[config.mk]
export PLATFORM = sky130hd
export DESIGN_NAME = if_fetch
export DESIGN_NICKNAME = d
export VERILOG_FILES = /design/src/rtl/if_fetch.sv
export SDC_FILE = /design/constraint.sdc
export NUM_CORES = 1
export LEC_CHECK = 0
export CORE_ASPECT_RATIO = 0.7
export CORE_UTILIZATION = 28
export CTS_BUF_LIST = sky130_fd_sc_hd__clkbuf_8
export DETAILED_ROUTE_END_ITERATION = 10
export GPL_TIMING_DRIVEN = 0
export HOLD_SLACK_MARGIN = 0.08
export PLACE_DENSITY = 0.66
export SLEW_MARGIN = 10
export SYNTH_ARGS = -nofsm -noshare
export SYNTH_HDL_FRONTEND = slang
export SYNTH_SLANG_ARGS = --single-unit
[constraint.sdc]
create_clock -name clk -period 4.4 [get_ports clk]
set_clock_uncertainty 0.1 [all_clocks]
set_input_delay 0.88 -clock clk [delete_from_list [all_inputs] [get_ports clk]]
set_output_delay 0.88 -clock clk [all_outputs]
set_load 0.01 [all_outputs]
[src/rtl/if_fetch.sv]
// Instruction-fetch stage sitting directly in front of the memory controller.
// Owns the architectural PC and uses the controller's same-cycle icache result.
// On a miss it requests the word from the controller. It presents
// {if_pc, if_inst, if_valid} to IF/ID and obeys downstream stall and branch redirect.
module if_fetch #(
  parameter logic [31:0] RESET_PC = 32'h0
) (
  input  logic        clk,
  input  logic        rst,
  input  logic        rdy,
  input  logic        stall_in,
  input  logic        branch_taken,
  input  logic [31:0] branch_target,
  input  logic        icache_hit,
  input  logic [31:0] icache_val,
  input  logic [1:0]  status_if,
  input  logic [31:0] mem_data,
  output logic [31:0] pc_out,
  output logic        rw_if,
  output logic [31:0] addr_to_ctrl,
  output logic [31:0] if_pc,
  output logic [31:0] if_inst,
  output logic        if_valid
);

  typedef enum logic [1:0] {
    S_FETCH = 2'd0,
    S_MISS  = 2'd1,
    S_PEND  = 2'd2,
    S_DRAIN = 2'd3
  } state_t;

  localparam logic [1:0] ST_IDLE    = 2'b00;
  localparam logic [1:0] ST_WORKING = 2'b01;
  localparam logic [1:0] ST_DONE    = 2'b10;

  state_t      state_q, state_d;
  logic [31:0] pc_q, pc_d;
  logic [31:0] if_pc_q, if_pc_d;
  logic [31:0] if_inst_q, if_inst_d;
  logic        if_valid_q, if_valid_d;
  logic [31:0] pend_inst_q, pend_inst_d;
  logic        pend_valid_q, pend_valid_d;

  logic accept;
  logic done;

  assign accept = !stall_in || !if_valid_q;
  assign done   = (status_if == ST_DONE);

  // The request drops combinationally in the DONE cycle. A registered drop
  // would still be high when the controller returns to IDLE, and the controller
  // would then launch a duplicate fetch. Reset forces state_q to FETCH, so the
  // request is also low while reset is held.
  assign rw_if        = (state_q == S_MISS) && !done;
  assign pc_out       = pc_q;
  assign addr_to_ctrl = pc_q;
  assign if_pc        = if_pc_q;
  assign if_inst      = if_inst_q;
  assign if_valid     = if_valid_q;

  // Next-state and datapath selection; redirect outranks every state rule.
  always_comb begin
    // NOTE: every variable gets a default first, so no path leaves one
    // unassigned and no latch is inferred.
    state_d      = state_q;
    pc_d         = pc_q;
    if_pc_d      = if_pc_q;
    if_inst_d    = if_inst_q;
    if_valid_d   = if_valid_q;
    pend_inst_d  = pend_inst_q;
    pend_valid_d = pend_valid_q;

    if (branch_taken) begin
      if_valid_d   = 1'b0;
      pend_valid_d = 1'b0;
      pc_d         = branch_target;
      unique case (state_q)
        // A request may have been accepted at this very edge, so drain it.
        S_MISS:  state_d = done ? S_FETCH : S_DRAIN;
        // A fetch that is still in flight must finish before fetching resumes.
        S_DRAIN: state_d = (status_if == ST_WORKING) ? S_DRAIN : S_FETCH;
        default: state_d = S_FETCH;
      endcase
    end else begin
      unique case (state_q)
        S_FETCH: begin
          if (icache_hit) begin
            if (accept) begin
              if_inst_d  = icache_val;
              if_pc_d    = pc_q;
              if_valid_d = 1'b1;
              pc_d       = pc_q + 32'd4;
            end
          end else begin
            state_d = S_MISS;
            if (accept) if_valid_d = 1'b0;
          end
        end
        S_MISS: begin
          if (done) begin
            if (accept) begin
              if_inst_d  = mem_data;
              if_pc_d    = pc_q;
              if_valid_d = 1'b1;
              pc_d       = pc_q + 32'd4;
              state_d    = S_FETCH;
            end else begin
              // DONE lasts exactly one cycle, so the word is parked here.
              pend_inst_d  = mem_data;
              pend_valid_d = 1'b1;
              state_d      = S_PEND;
            end
          end else if (accept) begin
            // IF/ID has taken whatever was presented, so it must not replay.
            if_valid_d = 1'b0;
          end
        end
        S_PEND: begin
          if (accept && pend_valid_q) begin
            if_inst_d    = pend_inst_q;
            if_pc_d      = pc_q;
            if_valid_d   = 1'b1;
            pc_d         = pc_q + 32'd4;
            pend_valid_d = 1'b0;
            state_d      = S_FETCH;
          end
        end
        S_DRAIN: begin
          // IDLE here means the controller never accepted the request.
          if (done || status_if == ST_IDLE) state_d = S_FETCH;
        end
        default: state_d = S_FETCH;
      endcase
    end
  end

  // State registers: async reset; global ready freezes everything.
  always_ff @(posedge clk or negedge rst) begin
    if (!rst) begin
      state_q      <= S_FETCH;
      pc_q         <= RESET_PC;
      if_pc_q      <= 32'h0;
      if_inst_q    <= 32'h0;
      if_valid_q   <= 1'b0;
      pend_inst_q  <= 32'h0;
      pend_valid_q <= 1'b0;
    end else if (rdy) begin
      // NOTE: non-blocking assignments, so all registers update from the
      // same pre-edge values regardless of statement order.
      state_q      <= state_d;
      pc_q         <= pc_d;
      if_pc_q      <= if_pc_d;
      if_inst_q    <= if_inst_d;
      if_valid_q   <= if_valid_d;
      pend_inst_q  <= pend_inst_d;
      pend_valid_q <= pend_valid_d;
    end
  end

endmodule

== Yosys cells after proc, flatten, opt, wreduce, memory -nomap -nowiden ==
Index checks and enable logic that the tools add are counted.
W data, S select, Z words.

* Add/sub/neg operators: 1
* Equal/unequal tests: 16
* Reductions and logical operators: 19
* Multiplexer cells: 39
* Bitwise operators: 2

{| class="wikitable"
|+ Operator list
! kind !! count
|-
| $mux W32 || 14
|-
| $pmux W32 S3 || 3
|-
| $add A32 B3 Y32 const B || 1
|-
| $reduce_and A5 Y1 || 4
|-
| $ne A3 B3 Y1 const B || 6
|-
| $mux W2 || 8
|-
| $mux W1 || 10
|-
| $ne A2 B2 Y1 const B || 5
|-
| $pmux W2 S4 || 1
|-
| $reduce_and A8 Y1 || 1
|-
| $eq A2 B2 Y1 const B || 3
|-
| $reduce_and A6 Y1 || 1
|-
| $reduce_bool A3 Y1 || 2
|-
| $eq A2 B1 Y1 const B || 2
|-
| $logic_not A2 Y1 || 2
|-
| $pmux W2 S2 || 1
|-
| $reduce_bool A4 Y1 || 1
|-
| $logic_not A1 Y1 || 3
|-
| $pmux W1 S3 || 1
|-
| $reduce_and A3 Y1 || 1
|-
| $logic_and A1 B1 Y1 || 2
|-
| $logic_or A1 B1 Y1 || 2
|-
| $not A1 Y1 || 2
|-
| $pmux W1 S2 || 1
|}

* Register bits after elaboration: 132
* Input port bits: 104
* Logic and storage cells: 84

== Depth between registers and ports, before layout ==
Gate-level depths: netlist of run 1.

* Depth in word-level cells: 6
* Depth in mapped cells: 10
* Depth with buffers taken out: 8

== Worst setup path before layout of run 1 ==
OpenSTA, ideal clock, no wires.

* Kind: in2reg
* From: input branch_taken
* To: register if_pc_q[0], in the netlist if_pc[0]
* Path buffers: 3
* Path slack: 1.847 ns
* Data arrival time: 2.325 ns
* Stages: 8
* Cells stage by stage: clkbuf_1 -> inv_2 -> nand2_1 -> a2111oi_2 -> nand2b_1 -> clkbuf_1 -> buf_2 -> mux2_1

* Word-level cells in the longest chain between the ends: 2

{| class="wikitable"
|+ RTL lines
! what !! RTL line !! source
|-
| start, declared || 12 || <nowiki>input logic branch_taken,</nowiki>
|-
| $not A1 Y1 (no line) || n/a ||
|-
| $reduce_and A6 Y1 (no line) || n/a ||
|-
| end signal, assigned || 153 || <nowiki>if_pc_q <= if_pc_d;</nowiki>
|-
| end, declared || 39 || <nowiki>logic [31:0] if_pc_q, if_pc_d;</nowiki>
|}

Every way passes these cells.
A chain may end at the register's enable or synchronous reset.

== Worst setup path after layout of run 1 ==
* From: input status_if[1]
* To: output rw_if

* Word-level cells in the longest chain between the ends: 3

{| class="wikitable"
|+ RTL lines
! what !! RTL line !! source
|-
| start, declared || 16 || <nowiki>input logic [1:0] status_if,</nowiki>
|-
| $eq A2 B2 Y1 || 49 || <nowiki>assign done = (status_if == ST_DONE);</nowiki>
|-
| $logic_not A1 Y1 || 55 || <nowiki>assign rw_if = (state_q == S_MISS) && !done;</nowiki>
|-
| $logic_and A1 B1 Y1 || 55 ||
|-
| end, declared || 19 || <nowiki>output logic rw_if,</nowiki>
|}

Every way passes these cells.

==> impl_metrics.yaml, run 1 <==
floorplanning:
  die_h_um: 131.1
  coreArea_um2: 23020
  initial_utilization_pct: 28.97
  io_pins: 234
  die_area_um2: 24450
  die_width_um: 186.5
  std_cell_rows: 46
cells_and_area:
  syn2layout_area_growth_pct: 46.62
  stdcell_area_um2: 9778
  final_common_cell: "clkdlybuf4s50_1"
  layout_common_cells: "230 x clkdlybuf4s50_1, 132 x dfrtp_1, 93 x nand2_1, 57 x o21ai_0, 37 x a22oi_1"
  drive_gt1_share_pct: 13.02
  final_util_pct: 42.47
  nFillCells: 2284
  nNetsFinal: 1020
grt:
  grt-ovfl-total: 0
  first_global_vias: 5873
  grt_usage_pct: 17.86
  grt_max_degree: 94
  grt_antenna_before_repair: 1
  grt_pass1_wl_um: 34220
drt:
  drcViolationCount: 0
  first_iter_violations: 307
  routedWlPerCell_um: 17.32
  via_count: 5986
  wl_um: 21390
  via_per_inst: 4.847
  drt_pre_antenna_iters: 7
  ant_nets: 0
pwr:
  powerDensity_nw_per_um2: 558.9
  p_leak_nw: 4.081
  p_total_mw: 5.465
  ir_drop_v: 0.0002532
sta:
  slew_violations: 0
  relSlewSlack_pct: 48.61
  period_needed_ns: 3.336
  worst_pin_slew_ns: 0.7675
  setup_violations: 0
  hold_viol: 0
  rsz0062_at_grt: "no"
  fin_crit_sh_pct: 75.82
  timing.fmax_ghz: 0.2998
worst_setup_path:
  critical_path_required_ns: 3.42
  worst-path-max-fanout: 3
  regToRegEndpoint: "if_pc[11]$_DFFE_PN0P_"
  worst_setup_path_start_kind: "primary input"
  arrival_ns: 2.36
  rrSetupSlack_ns: 1.42
  worstRegToRegCells: 9
  r2r-start: "state_q[0]$_DFFE_PN0P_"
  path_class: "primary input to output pin"
  cp-end-kind: "output pin"
clocking:
  cts_tree: "done"
  clock-sinks: 132
  clk_path_buf_depth: 2
  hold_buffers: 0
  h-tree-depth: 4
  postCtsSetupRepairBufs: 0
  clk_latency_ns: 0.44
  clkTransAtPathRegs_ns: 0.08
  cts_resized: 0
  cts-buffers-inserted: 17
  clock-root-buffer: "clkbuf_8"
synth:
  yosysSeqAreaShare_pct: 49.53
  ys.flop_type: "dfrtp_1"
  ys_types: 51
  synth.ff_latch_count: 132
  synth_cells: 658
  synth_area_um2: 6669
  syn_nets: 769
  synth_edf_count: 0
  ys_async_sr_fraction_pct: 100.0
  avgSynthCellArea_um2: 10.14
  ys_warn_count: 0
min_path:
  hp-class: "primary input to async pin"
place:
  portBuffers: 231
  hpwl_um: 16140
  place.gp.congestion: 0.8305
  postPlaceCellArea_um2: 9404
flow_run:
  drv_cap: 0
run_status:
  outcome: "completed"
## how the worst max path moves through the flow
stage,slack [ns],start,endpoint,depth (start not counted)
finish,1.06,status_if[1],rw_if,4
global route,0.99,status_if[0],rw_if,4
CTS,1.05,status_if[1],rw_if,4
detailed placement,0.94,status_if[1],if_inst[24]$_DFFE_PN0P_,8
global placement,-3.38,rst,if_inst[19]$_DFFE_PN0P_,1
floorplan,1.85,branch_taken,if_pc[0]$_DFFE_PN0P_,8
## worst max-delay path, cell delays in order
cell and delay, ns:
clkdlybuf4s50_1 0.49, nor2b_1 0.20, nor2_1 0.18, clkdlybuf4s50_1 0.61
## power breakdown
group / internal (mW) / switching, mW / total (mW)
clock: 0.473 / 0.507 / 0.980
combinational: 1.33 / 1.20 / 2.53
sequential: 1.62 / 0.332 / 1.95
total: 3.42 / 2.04 / 5.47
## synthesized netlist by cell type (all sizes together) (2+ instances only)
cell | instances | area, um^2
a31o | 2 | 17.52
xor2 | 13 | 113.9
clkbuf | 30 | 112.6
buf | 44 | 306.6
xnor2 | 7 | 61.31
o211ai | 2 | 15.01
nor3 | 14 | 75.07
nor4 | 2 | 18.77
nor2b | 2 | 12.51
and4 | 3 | 26.28
a21o | 2 | 15.01
nand3 | 10 | 50.05
a21oi | 26 | 130.1
o22ai | 18 | 112.6
o21ai | 78 | 390.4
mux2 | 64 | 720.7
and3 | 4 | 25.02
dfrtp | 132 | 3303
mux2i | 6 | 60.06
nand2b | 4 | 32.53
nor2 | 14 | 67.56
nand2 | 93 | 349.1
nand4 | 14 | 87.58
a211oi | 2 | 15.01
ha | 7 | 87.58
or3 | 5 | 31.28
a22oi | 37 | 277.8
inv | 10 | 37.53
## through the flow
stage	TNS [ns]	instances	setup slack (ns)	hold slack [ns]
2_1_floorplan	0	658	1.847	0.3585
3_3_place_gp	-444.28	1201	-3.382	0.3656
3_5_place_dp	0	1202	0.9356	0.3709
4_1_cts	0	1234	1.051	0.1950
5_1_grt	0	1234	0.9870	0.1940
6_report	0	1235	1.064	0.2166
## metal layers
metal  vias to the layer above  track usage, %  wire (um)
li1                       2836               -          -
met1                      2953           26.77      10660
met2                       185           25.17       9144
met3                        12           4.701       1360
met4                         0           4.326        224
met5                         -               0          0
## cell type report
cell class,instances,area [um^2],area share [%]
flip-flops and latches,132,3303,33.78
multi-input cells,442,2909,29.75
repair buffers,232,2345,23.98
plain buffers,74,419.2,4.287
well taps,312,390.4,3.992
clock buffers,19,261.5,2.674
clock inverters,13,110.1,1.126
inverters,10,37.54,0.3839
diodes,1,2.502,0.02559
## kinds of logic (layout without fill, tap and decap cells)
| group | Yosys count | count (layout) | synth area share [%] |
|---|---|---|---|
| AO/OA/AOI/OAI | 177 | 177 | 15.98 |
| XOR/XNOR | 20 | 20 | 2.627 |
| adder cells (fa/ha/maj) | 7 | 7 | 1.313 |
| buffers and inverters | 84 | 348 | 6.848 |
| flip-flops | 132 | 132 | 49.53 |
| multiplexers | 70 | 70 | 11.71 |
| other | 0 | 1 | 0 |
| AND/OR/NAND/NOR | 168 | 168 | 11.99 |
## flip-flops by register name, indices dropped and copies added (netlist names)
register / flops
if_pc: 32
state_q: 2
addr_to_ctrl: 32
if_valid: 1
pend_valid_q: 1
if_inst: 32
pend_inst_q: 32
Note: power is estimated with default switching activity, not from simulation.
==> run 2: changes to the inputs <==
Clock period 4.4 ns to 3.1 ns, I/O delays scaled along.
==> impl_metrics.yaml, run 2 (synthesized netlist as in run 1, its figures left out) <==
run_status:
  outcome: "completed"
place:
  dp_cells: 1202
  place.gp.congestion: 0.8305
  pre_cts_slack_ns: -0.1044
  portBuffers: 231
  hpwl_um: 16140
  postPlaceCellArea_um2: 9404
drt:
  drcViolationCount: 0
  wl_um: 21360
  drt_pre_antenna_iters: 6
  first_iter_violations: 326
  via_count: 5953
  routedWlPerCell_um: 17.28
  ant_nets: 0
  via_per_inst: 4.816
sta:
  fin_crit_sh_pct: 92.41
  timing.fmax_ghz: 0.3491
  setup_tns_ns: 0
  setup_ws_ns: 0.2353
  period_needed_ns: 2.865
  hold_viol: 0
  relSlewSlack_pct: 48.67
  setup_violations: 0
  whs_ns: 0.3837
  slew_violations: 0
  rsz0062_at_grt: "no"
  worst_pin_slew_ns: 0.7665
flow_run:
  drv_cap: 0
floorplanning:
  coreArea_um2: 23020
  io_pins: 234
  initial_utilization_pct: 28.97
  die_width_um: 186.5
  die_area_um2: 24450
  die_h_um: 131.1
  std_cell_rows: 46
grt:
  grt_antenna_before_repair: 1
  first_global_vias: 5883
  grt-ovfl-total: 0
  grt_usage_pct: 17.88
  grt_pass1_wl_um: 34250
  grt_max_degree: 94
cells_and_area:
  final_cell_count_no_fill: 1236
  drive_gt1_share_pct: 13.11
  nFillCells: 2281
  nNetsFinal: 1021
  final_common_cell: "clkdlybuf4s50_1"
  syn2layout_area_growth_pct: 46.83
  stdcell_area_um2: 9792
  layout_common_cells: "230 x clkdlybuf4s50_1, 132 x dfrtp_1, 93 x nand2_1, 57 x o21ai_0, 37 x a22oi_1"
pwr:
  p_leak_nw: 4.087
  powerDensity_nw_per_um2: 792.7
  ir_drop_v: 0.0003596
worst_setup_path:
  worst-path-max-fanout: 6
  arrival_ns: 2.14
  worst_setup_path_start_kind: "flop"
  critical_path_required_ns: 2.38
  path_class: "flop to output pin"
  cp-end-kind: "output pin"
clocking:
  clkTransAtPathRegs_ns: 0.08
  clock-root-buffer: "clkbuf_8"
  cts-buffers-inserted: 17
  clock-sinks: 132
  clk_path_buf_depth: 2
  h-tree-depth: 4
  clk_latency_ns: 0.44
  cts_tree: "done"
min_path:
  hp-class: "flop to flop"
[run 2: timing repair]
action,4_1_cts,5_1_grt
endpoints found under the hold margin,39,0
resized for setup,0,1
setup endpoints to repair,0,26
setup buffers,0,0
hold buffers,1,0
[run 2: area by class of cell]
cell class | instances | area (um^2) | area share (%)
Timing Repair Buffer | 233 | 2355 | 24.05
Buffer | 74 | 419.2 | 4.281
Clock buffer | 19 | 261.5 | 2.671
Clock inverter | 13 | 110.1 | 1.124
Inverter | 10 | 37.54 | 0.3833
Multi-Input combinational cell | 442 | 2913 | 29.75
Tap cell | 312 | 390.4 | 3.987
Sequential cell | 132 | 3303 | 33.73
Antenna cell | 1 | 2.502 | 0.02556
[run 2: stage by stage]
step                      utilization (%)  total power [mW]
after floorplan                         -             4.511
after global placement              40.71             6.380
after detailed placement            40.85             6.427
after CTS                           42.51             7.858
after global routing                42.52             8.347
final                               42.53             7.762
[run 2: layer usage]
layer	vias up	global-route usage [%]	wire [um]
li1	2838	-	-
met1	2932	26.77	10760
met2	171	25.21	9142
met3	12	4.701	1242
met4	0	4.326	218
met5	-	0	0
[run 2: final timing paths]
check | slack [ns] | cells after the start | endpoint | from
min reg2reg | 0.38 | 2 | if_inst[21]$_DFFE_PN0P_ | if_inst[21]$_DFFE_PN0P_
max in group asynchronous | 1.54 | 3 | pend_inst_q[13]$_DFFE_PN0P_ | rst
min in group asynchronous | 0.55 | 2 | addr_to_ctrl[1]$_DFFE_PN0P_ | rst
max reg2reg | 0.27 | 9 | if_pc[11]$_DFFE_PN0P_ | state_q[0]$_DFFE_PN0P_
min | 0.38 | 2 | if_inst[21]$_DFFE_PN0P_ | if_inst[21]$_DFFE_PN0P_
max | 0.24 | 5 | rw_if | state_q[1]$_DFFE_PN0P_
[run 2: worst max-delay path: stages, from the launching register on]
cell and delay [ns]:
dfrtp_1 0.41, inv_1 0.13, ha_1 0.29, inv_1 0.10, nor2_1 0.19, clkdlybuf4s50_1 0.60
[run 2: power by group]
part | internal [mW] | switching (mW) | leakage (nW)
registers | 2.30 | 0.474 | 1.66
clock network | 0.672 | 0.720 | 0.185
logic | 1.88 | 1.71 | 2.24
total | 4.86 | 2.90 | 4.09
